### src/rtl/mem_access_stage.sv
// MEM pipeline stage: issues one req/ack data-memory access per load/store, steers byte lanes,
// extends load data and registers the result into the MEM/WB boundary.
package mem_access_pkg;
  typedef struct packed {
    logic       reg_write;
    logic       mem_to_reg;
    logic [4:0] rd;
    logic       mem_read;
    logic       mem_write;
    logic [2:0] funct3;
  } control_type;
endpackage

module mem_access_stage
  import mem_access_pkg::*;
#(
  parameter int MAX_WAIT = 16
) (
  input  logic        clk,
  input  logic        reset_n,
  input  logic        valid_in,
  input  control_type control_in,
  input  logic [31:0] alu_data_in,
  input  logic [31:0] memory_data_in,
  output logic        dmem_req,
  output logic        dmem_we,
  output logic [31:0] dmem_addr,
  output logic [3:0]  dmem_be,
  output logic [31:0] dmem_wdata,
  input  logic [31:0] dmem_rdata,
  input  logic        dmem_ack,
  output logic        stall,
  output logic        valid_out,
  output control_type control_out,
  output logic [31:0] alu_data_out,
  output logic [31:0] mem_data_out,
  output logic        misaligned,
  output logic        bus_timeout
);

  localparam int CW = (MAX_WAIT > 2) ? $clog2(MAX_WAIT) : 1;

  typedef enum logic {IDLE, WAIT} state_t;

  state_t      state, state_nxt;
  logic [CW-1:0] cnt, cnt_nxt;

  logic        mem_op, is_byte, is_half, is_word, misal, issue, load;
  logic [3:0]  be_nxt;
  logic [31:0] wdata_nxt;
  control_type pend_ctrl;
  logic [31:0] pend_alu;
  logic [7:0]  ld_byte;
  logic [15:0] ld_half;
  logic [31:0] ld_val;

  logic        valid_nxt, mis_nxt, to_nxt;
  control_type ctrl_nxt;
  logic [31:0] alu_nxt, mdata_nxt;

  assign mem_op  = valid_in & (control_in.mem_read | control_in.mem_write);
  assign is_byte = (control_in.funct3[1:0] == 2'b00);
  assign is_half = (control_in.funct3[1:0] == 2'b01);
  assign is_word = !(is_byte | is_half);
  assign misal   = (is_half & alu_data_in[0]) | (is_word & (|alu_data_in[1:0]));
  assign issue   = mem_op & !misal;
  assign load    = (state == IDLE) & issue;
  assign dmem_req = (state == WAIT);

  always_comb begin
    be_nxt    = 4'b1111;
    wdata_nxt = memory_data_in;
    if (is_byte) begin
      be_nxt    = 4'b0001 << alu_data_in[1:0];
      wdata_nxt = {4{memory_data_in[7:0]}};
    end else if (is_half) begin
      be_nxt    = alu_data_in[1] ? 4'b1100 : 4'b0011;
      wdata_nxt = {2{memory_data_in[15:0]}};
    end
  end

  // Lane select uses the latched address; upstream inputs are not relied upon during WAIT.
  always_comb begin
    ld_byte = dmem_rdata[7:0];
    case (pend_alu[1:0])
      2'b01:   ld_byte = dmem_rdata[15:8];
      2'b10:   ld_byte = dmem_rdata[23:16];
      2'b11:   ld_byte = dmem_rdata[31:24];
      default: ld_byte = dmem_rdata[7:0];
    endcase
    ld_half = pend_alu[1] ? dmem_rdata[31:16] : dmem_rdata[15:0];
    case (pend_ctrl.funct3)
      3'b000:  ld_val = {{24{ld_byte[7]}}, ld_byte};
      3'b001:  ld_val = {{16{ld_half[15]}}, ld_half};
      3'b100:  ld_val = {24'h0, ld_byte};
      3'b101:  ld_val = {16'h0, ld_half};
      default: ld_val = dmem_rdata;
    endcase
    if (!pend_ctrl.mem_read) ld_val = '0;
  end

  always_comb begin
    state_nxt = state;
    cnt_nxt   = cnt;
    stall     = 1'b0;
    valid_nxt = 1'b0;
    ctrl_nxt  = '0;
    alu_nxt   = '0;
    mdata_nxt = '0;
    mis_nxt   = 1'b0;
    to_nxt    = 1'b0;
    case (state)
      IDLE: begin
        if (issue) begin
          stall     = 1'b1;
          state_nxt = WAIT;
          cnt_nxt   = '0;
        end else if (valid_in) begin
          valid_nxt = 1'b1;
          ctrl_nxt  = control_in;
          alu_nxt   = alu_data_in;
          mis_nxt   = mem_op;
        end
      end
      WAIT: begin
        stall = !dmem_ack;
        if (dmem_ack) begin
          state_nxt = IDLE;
          valid_nxt = 1'b1;
          ctrl_nxt  = pend_ctrl;
          alu_nxt   = pend_alu;
          mdata_nxt = ld_val;
        end else if (cnt == CW'(MAX_WAIT - 1)) begin
          state_nxt = IDLE;
          valid_nxt = 1'b1;
          ctrl_nxt  = pend_ctrl;
          alu_nxt   = pend_alu;
          to_nxt    = 1'b1;
        end else begin
          cnt_nxt = cnt + 1'b1;
        end
      end
    endcase
  end

  always_ff @(posedge clk or negedge reset_n) begin
    if (!reset_n) begin
      state        <= IDLE;
      cnt          <= '0;
      dmem_we      <= 1'b0;
      dmem_addr    <= '0;
      dmem_be      <= '0;
      dmem_wdata   <= '0;
      pend_ctrl    <= '0;
      pend_alu     <= '0;
      valid_out    <= 1'b0;
      control_out  <= '0;
      alu_data_out <= '0;
      mem_data_out <= '0;
      misaligned   <= 1'b0;
      bus_timeout  <= 1'b0;
    end else begin
      state        <= state_nxt;
      cnt          <= cnt_nxt;
      valid_out    <= valid_nxt;
      control_out  <= ctrl_nxt;
      alu_data_out <= alu_nxt;
      mem_data_out <= mdata_nxt;
      misaligned   <= mis_nxt;
      bus_timeout  <= to_nxt;
      if (load) begin
        dmem_we    <= control_in.mem_write;
        dmem_addr  <= {alu_data_in[31:2], 2'b00};
        dmem_be    <= be_nxt;
        dmem_wdata <= wdata_nxt;
        pend_ctrl  <= control_in;
        pend_alu   <= alu_data_in;
      end
    end
  end

endmodule
### config.mk
export PLATFORM = sky130hd
export DESIGN_NAME = mem_access_stage
export DESIGN_NICKNAME = d
export VERILOG_FILES = /design/src/rtl/mem_access_stage.sv
export SDC_FILE = /design/constraint.sdc
export NUM_CORES = 1
export LEC_CHECK = 0
export CAP_MARGIN = 20
export CORE_ASPECT_RATIO = 0.5
export CORE_MARGIN = 3
export CORE_UTILIZATION = 44
export DETAILED_ROUTE_END_ITERATION = 10
export PLACE_DENSITY = 0.91
export REMOVE_ABC_BUFFERS = 1
export SLEW_MARGIN = 0
export SYNTH_ARGS = -nofsm -noshare
export SYNTH_HDL_FRONTEND = slang
export SYNTH_SLANG_ARGS = --single-unit
### constraint.sdc
create_clock -name clk -period 2.2 [get_ports clk]
set_input_delay 0.33 -clock clk [delete_from_list [all_inputs] [get_ports clk]]
set_output_delay 0.33 -clock clk [all_outputs]
set_load 0.01 [all_outputs]
Word level (Yosys, flattened, before mapping) --
Index checks and enable logic that the tools add are counted.
Operators by class: add/subtract/negate cells 1, equal/unequal tests 11, shifts and indexed selects 1, multiplexer cells 40, bitwise logic cells 9, reduce and logical (&&, ||, !) cells 7
Operator list (count):
- 32-bit 2-to-1 mux | 9
- 32-bit one-hot mux with 4 select lines | 1
- 32-bit one-hot mux with 2 select lines | 1
- 12-bit 2-to-1 mux | 4
- 4-bit 2-to-1 mux | 6
- 12-bit one-hot mux with 2 select lines | 1
- 8-bit one-hot mux with 3 select lines | 1
- 16-bit 2-to-1 mux | 1
- 1-bit 2-to-1 mux | 12
- 4-bit one-hot mux with 2 select lines | 1
- 3-bit == test (second input constant) | 2
- 2-bit inequality test (second input constant) | 3
- 1-bit one-hot mux with 2 select lines | 3
- 1-bit bitwise AND | 5
- 4-bit by 1-bit adder with 4-bit output (second input constant) | 1
- 2-bit by 1-bit == test with 1-bit output (second input constant) | 2
- 2-bit == test (second input constant) | 2
- 4-bit == test (second input constant) | 1
- 1-bit by 2-bit left shift with 4-bit output (first input constant) | 1
- 3-bit by 1-bit == test with 1-bit output (second input constant) | 1
- 1-bit zero test | 3
- 3-bit zero test | 1
- 1-bit OR | 3
- 3-bit AND reduction | 1
- other kinds (3) | 3
Storage, ports and cells: register bits after elaboration 194, input bits 112, output and inout bits 150

Logic depth before layout (Yosys ltp) --
depth after elaboration 9, mapped depth 7

Least setup slack after synthesis --
No wires, ideal clock.
path type input-to-reg, from input control_in[0] (netlist name), to register dmem_wdata[2], setup time 0.125 ns, arrival 1.556 ns, path slack 0.520 ns, stages on the path 6, path buffers 3, cell sequence buf_2 -> nor2_8 -> o221ai_2 -> buf_2 -> buf_2 -> mux2_2
Between the ends: longest elaborated chain between the ends 8
Ends and longest elaborated chain:
- from (decl) | line 22 | input control_type control_in,
- 2-bit by 1-bit == test with 1-bit output / 2-bit zero test (equally long branches) | line 63, 62
- 1-bit OR | line 64 | assign is_word = !(is_byte | is_half);
- 1-bit zero test | line 64
- 1-bit bitwise AND | line 65 | assign misal = (is_half & alu_data_in[0]) | (is_word & (|alu_data_in[1:0]));
- 1-bit OR | line 65
- 1-bit zero test | line 66 | assign issue = mem_op & !misal;
- 1-bit bitwise AND | line 66
- 1-bit bitwise AND | line 67 | assign load = (state == IDLE) & issue;
- to (signal assigned) | line 175 | dmem_wdata <= wdata_nxt;
- to (decl) | line 29 | output logic [31:0] dmem_wdata,
Several ways; a longest one is shown, not always the timed one. A chain may end at the register's enable or synchronous reset.

Worst setup path in the final report --
from input alu_data_in[1], to output stall
Between the ends: longest elaborated chain between the ends 7
Ends and longest elaborated chain:
- from (decl) | line 23 | input logic [31:0] alu_data_in,
- 2-bit OR reduction | line 65
- 1-bit bitwise AND | line 65
- 1-bit OR | line 65
- 1-bit zero test | line 66
- 1-bit bitwise AND | line 66
- 1-bit 2-to-1 mux | line 114 | if (issue) begin
- 1-bit one-hot mux with 2 select lines | line 112 | case (state)
- to (decl) | line 32 | output logic stall,
Every way passes these cells.

==> reports/metrics.yaml <==
status: "finished clean"
p_sw_share_pct: 30.6
cts_setup_buffers: 0
cts_tree: "yes"
grt.total_usage_pct: 26.1
dpl.hpwl_mm: 14.9
drc_errors: 0
avgSynthCellArea_sq_um: 11.9
p_sw_uw: 2940
start_kind: "input pin"
clkSinkCount: 164
pwr-share-comb_pct: 28.7
syn-cell-area_sq_mm: 0.00684
start_util_pct: 46.2
num_rows: 31
synthDistinctLibCells: 38
cap_violations: 0
viasPerCell: 5.52
cts_root_buffer: "clkbuf_16"
antenna_found_initial: 0
cts.clk_slew.worst_paths_ps: 70
setup_viol: 0
max-vdd-ir-drop_mv: 0.573
cp-end-kind: "output pin"
path_class: "input pin to output pin"
power_density_mw_per_mm2: 941
period_needed_ps: 2130
vias: 5660
p_leak_uw: 0.00458
synth_edf_count: 0
nNetsFinal: 927
synth_area_leaders: "dfrtp_1 (60%), mux2_2 (8.6%), a22o_1 (5.6%)"
finalHoldViolCount: 0
die_w_microns: 182
slew_headroom_pct: 57.6
required_ps: 1870
finalWirelength_mm: 22.3
slew_violations: 0
die_area_sq_mm: 0.0172
wl_per_cell_microns: 21.7
synth_commonest_cells: "dfrtp_1 (164), nand2_1 (79), mux2_2 (52)"
design.core.area_sq_mm: 0.0148
synth_top_area_cell: "dfrtp_1"
setup_ws_ps: 67.8
drive_gt1_share_pct: 14.9
htreeDepth: 4
antenna_left: 0
fin_setup_tns_ps: 0
portBuffers: 259
finalCritPeriodShare_pct: 96.9
numCtsBuffers: 17
pin_count: 262
synth-seq-area-share_pct: 60.0
power.internal_uw: 6670
worst_pin_slew_ps: 636
overflow: 0
synthArstFlopShare_pct: 100
pwr-share-seq_pct: 40.7
final.setup_skew_ps: 11.1
first_pass_iters: 5
yosys_warnings: 0
synthMostInstantiatedCell: "dfrtp_1"
grt_max_degree: 49
worstSkewPairLatency_ps: 420
die_h_microns: 94.2
synthCells: 574
grt_pass1_vias: 6007
antenna_cells: 0
hold_class: "input pin to async pin"
grt_pass1_wl_mm: 34.6
synth_ff_type: "dfrtp_1"
drt_iter0_drc: 381
cp.arrival_ps: 1800
final_util_pct: 68.9
place.gp.congestion: 0.874
clockPowerShare_pct: 30.6
synth_top_area_share_pct: 60.0
synth_seq_cells: 164
syn_to_final_growth_pct: 49.2
critical_path_peak_fanout: 2
clk_path_buf_depth: 2
whs_ps: 366
rsz0062_at_grt: "no"
place_ws_ps: -21.1
max_clock_freq_mhz: 469
[state kept, by name, indices dropped and copies added, names as in the netlist]
register	flops
alu_data_out	32
bus_timeout	1
cnt	4
control_out	12
dmem_be	4
dmem_req	1
dmem_wdata	32
mem_data_out	32
misaligned	1
pend_alu	32
pend_ctrl	12
valid_out	1
[logic make-up (layout without fill, tap and decap cells)]
kind of cell | count (synthesis) | after routing | share of synthesized area [%]
AOI/OAI and AO/OA | 120 | 120 | 12.7
xor gates and xnor gates | 1 | 1 | 0.128
adders and majority gates | 1 | 1 | 0.183
buffers and inverters | 79 | 331 | 6.33
DFF | 164 | 164 | 60.0
muxes | 78 | 78 | 12.4
other | 1 | 2 | 0.0548
and+or+nand+nor | 130 | 130 | 8.25
[per-layer routing]
metal / global-route usage (%) / part of all wire [%] / vias to the layer above
li1: - / - / 2453
met1: 30.4 / 37 / 2832
met2: 46.9 / 53 / 288
met3: 5.26 / 5.4 / 87
met4: 11.9 / 4.5 / 0
met5: 0 / 0 / -
[path summary, 6_finish.rpt]
kind                                 from               end  slack, ps  cells after the start
setup reg to reg              pend_alu[0]  mem_data_out[10]        300                      4
min in group clk           dmem_rdata[29]  mem_data_out[29]        480                      3
hold reg to reg            dmem_wdata[29]    dmem_wdata[29]        480                      2
hold / removal                    reset_n  mem_data_out[24]        370                      2
max in group asynchronous         reset_n    dmem_wdata[14]       1120                      3
setup / recovery           alu_data_in[1]             stall         70                      5
[placed cells by master, fill, tap and decap left out, types with 2 or more instances in the layout]
| cell type | netlist | layout |
|---|---|---|
| conb_1 | 1 | 2 |
| nand3_1 | 7 | 7 |
| mux2_2 | 52 | 52 |
| o22ai_1 | 8 | 8 |
| o31ai_1 | 2 | 2 |
| a21oi_2 | 1 | 2 |
| inv_6 | 0 | 7 |
| buf_12 | 0 | 7 |
| nor2b_2 | 0 | 2 |
| nor2_1 | 20 | 20 |
| a22o_1 | 44 | 44 |
| o21ai_0 | 38 | 38 |
| clkinvlp_4 | 0 | 3 |
| a21oi_1 | 13 | 12 |
| inv_1 | 12 | 12 |
| mux2i_1 | 26 | 26 |
| nand2b_1 | 3 | 3 |
| nand2_1 | 79 | 79 |
| clkbuf_16 | 0 | 17 |
| a221oi_1 | 7 | 7 |
| o21a_1 | 2 | 2 |
| nor3_1 | 9 | 9 |
| buf_4 | 32 | 20 |
| and3_1 | 2 | 2 |
| clkdlybuf4s50_1 | 0 | 257 |
| dfrtp_1 | 164 | 164 |
[area by class of cell]
type                       count  area [sq um]
inverter                      12          45.0
tap                          198           248
multi-input combinational    332          2340
clock inverter                14           139
sequential                   164          4100
timing repair buffer         287          2890
clock buffer                  18           439
fill                         970          4610
[metrics by stage]
| stage | total power (uW) | instance area, sq um | cells |
|---|---|---|---|
| after floorplan | 4940 | 6450 | 508 |
| after global placement | 6490 | 9610 | 992 |
| after detailed placement | 6620 | 9610 | 992 |
| after CTS | 9630 | 10200 | 1025 |
| after global routing | 9990 | 10200 | 1025 |
| final | 9600 | 10200 | 1025 |
[critical path, cell delays in order]
cell	delay (ps)
clkdlybuf4s50_1	470
a21oi_2	240
o221ai_4	130
nand2b_1	90
clkdlybuf4s50_1	540
[timing repair]
action	CTS	global route
hold buffers	1	0
gates resized for setup	2	2
hold endpoints to repair	27	0
endpoints found under the setup margin	1	1
[power by group through the flow]
| stage | logic, uW | registers [uW] | clock network [uW] |
|---|---|---|---|
| after floorplan | 797 | 4140 | 0 |
| after global placement | 2600 | 3890 | 0 |
| after detailed placement | 2700 | 3930 | 0 |
| after CTS | 2760 | 3900 | 2970 |
| after global routing | 2910 | 3960 | 3120 |
| final | 2760 | 3910 | 2940 |
Note: power is estimated with default switching activity, not from simulation.
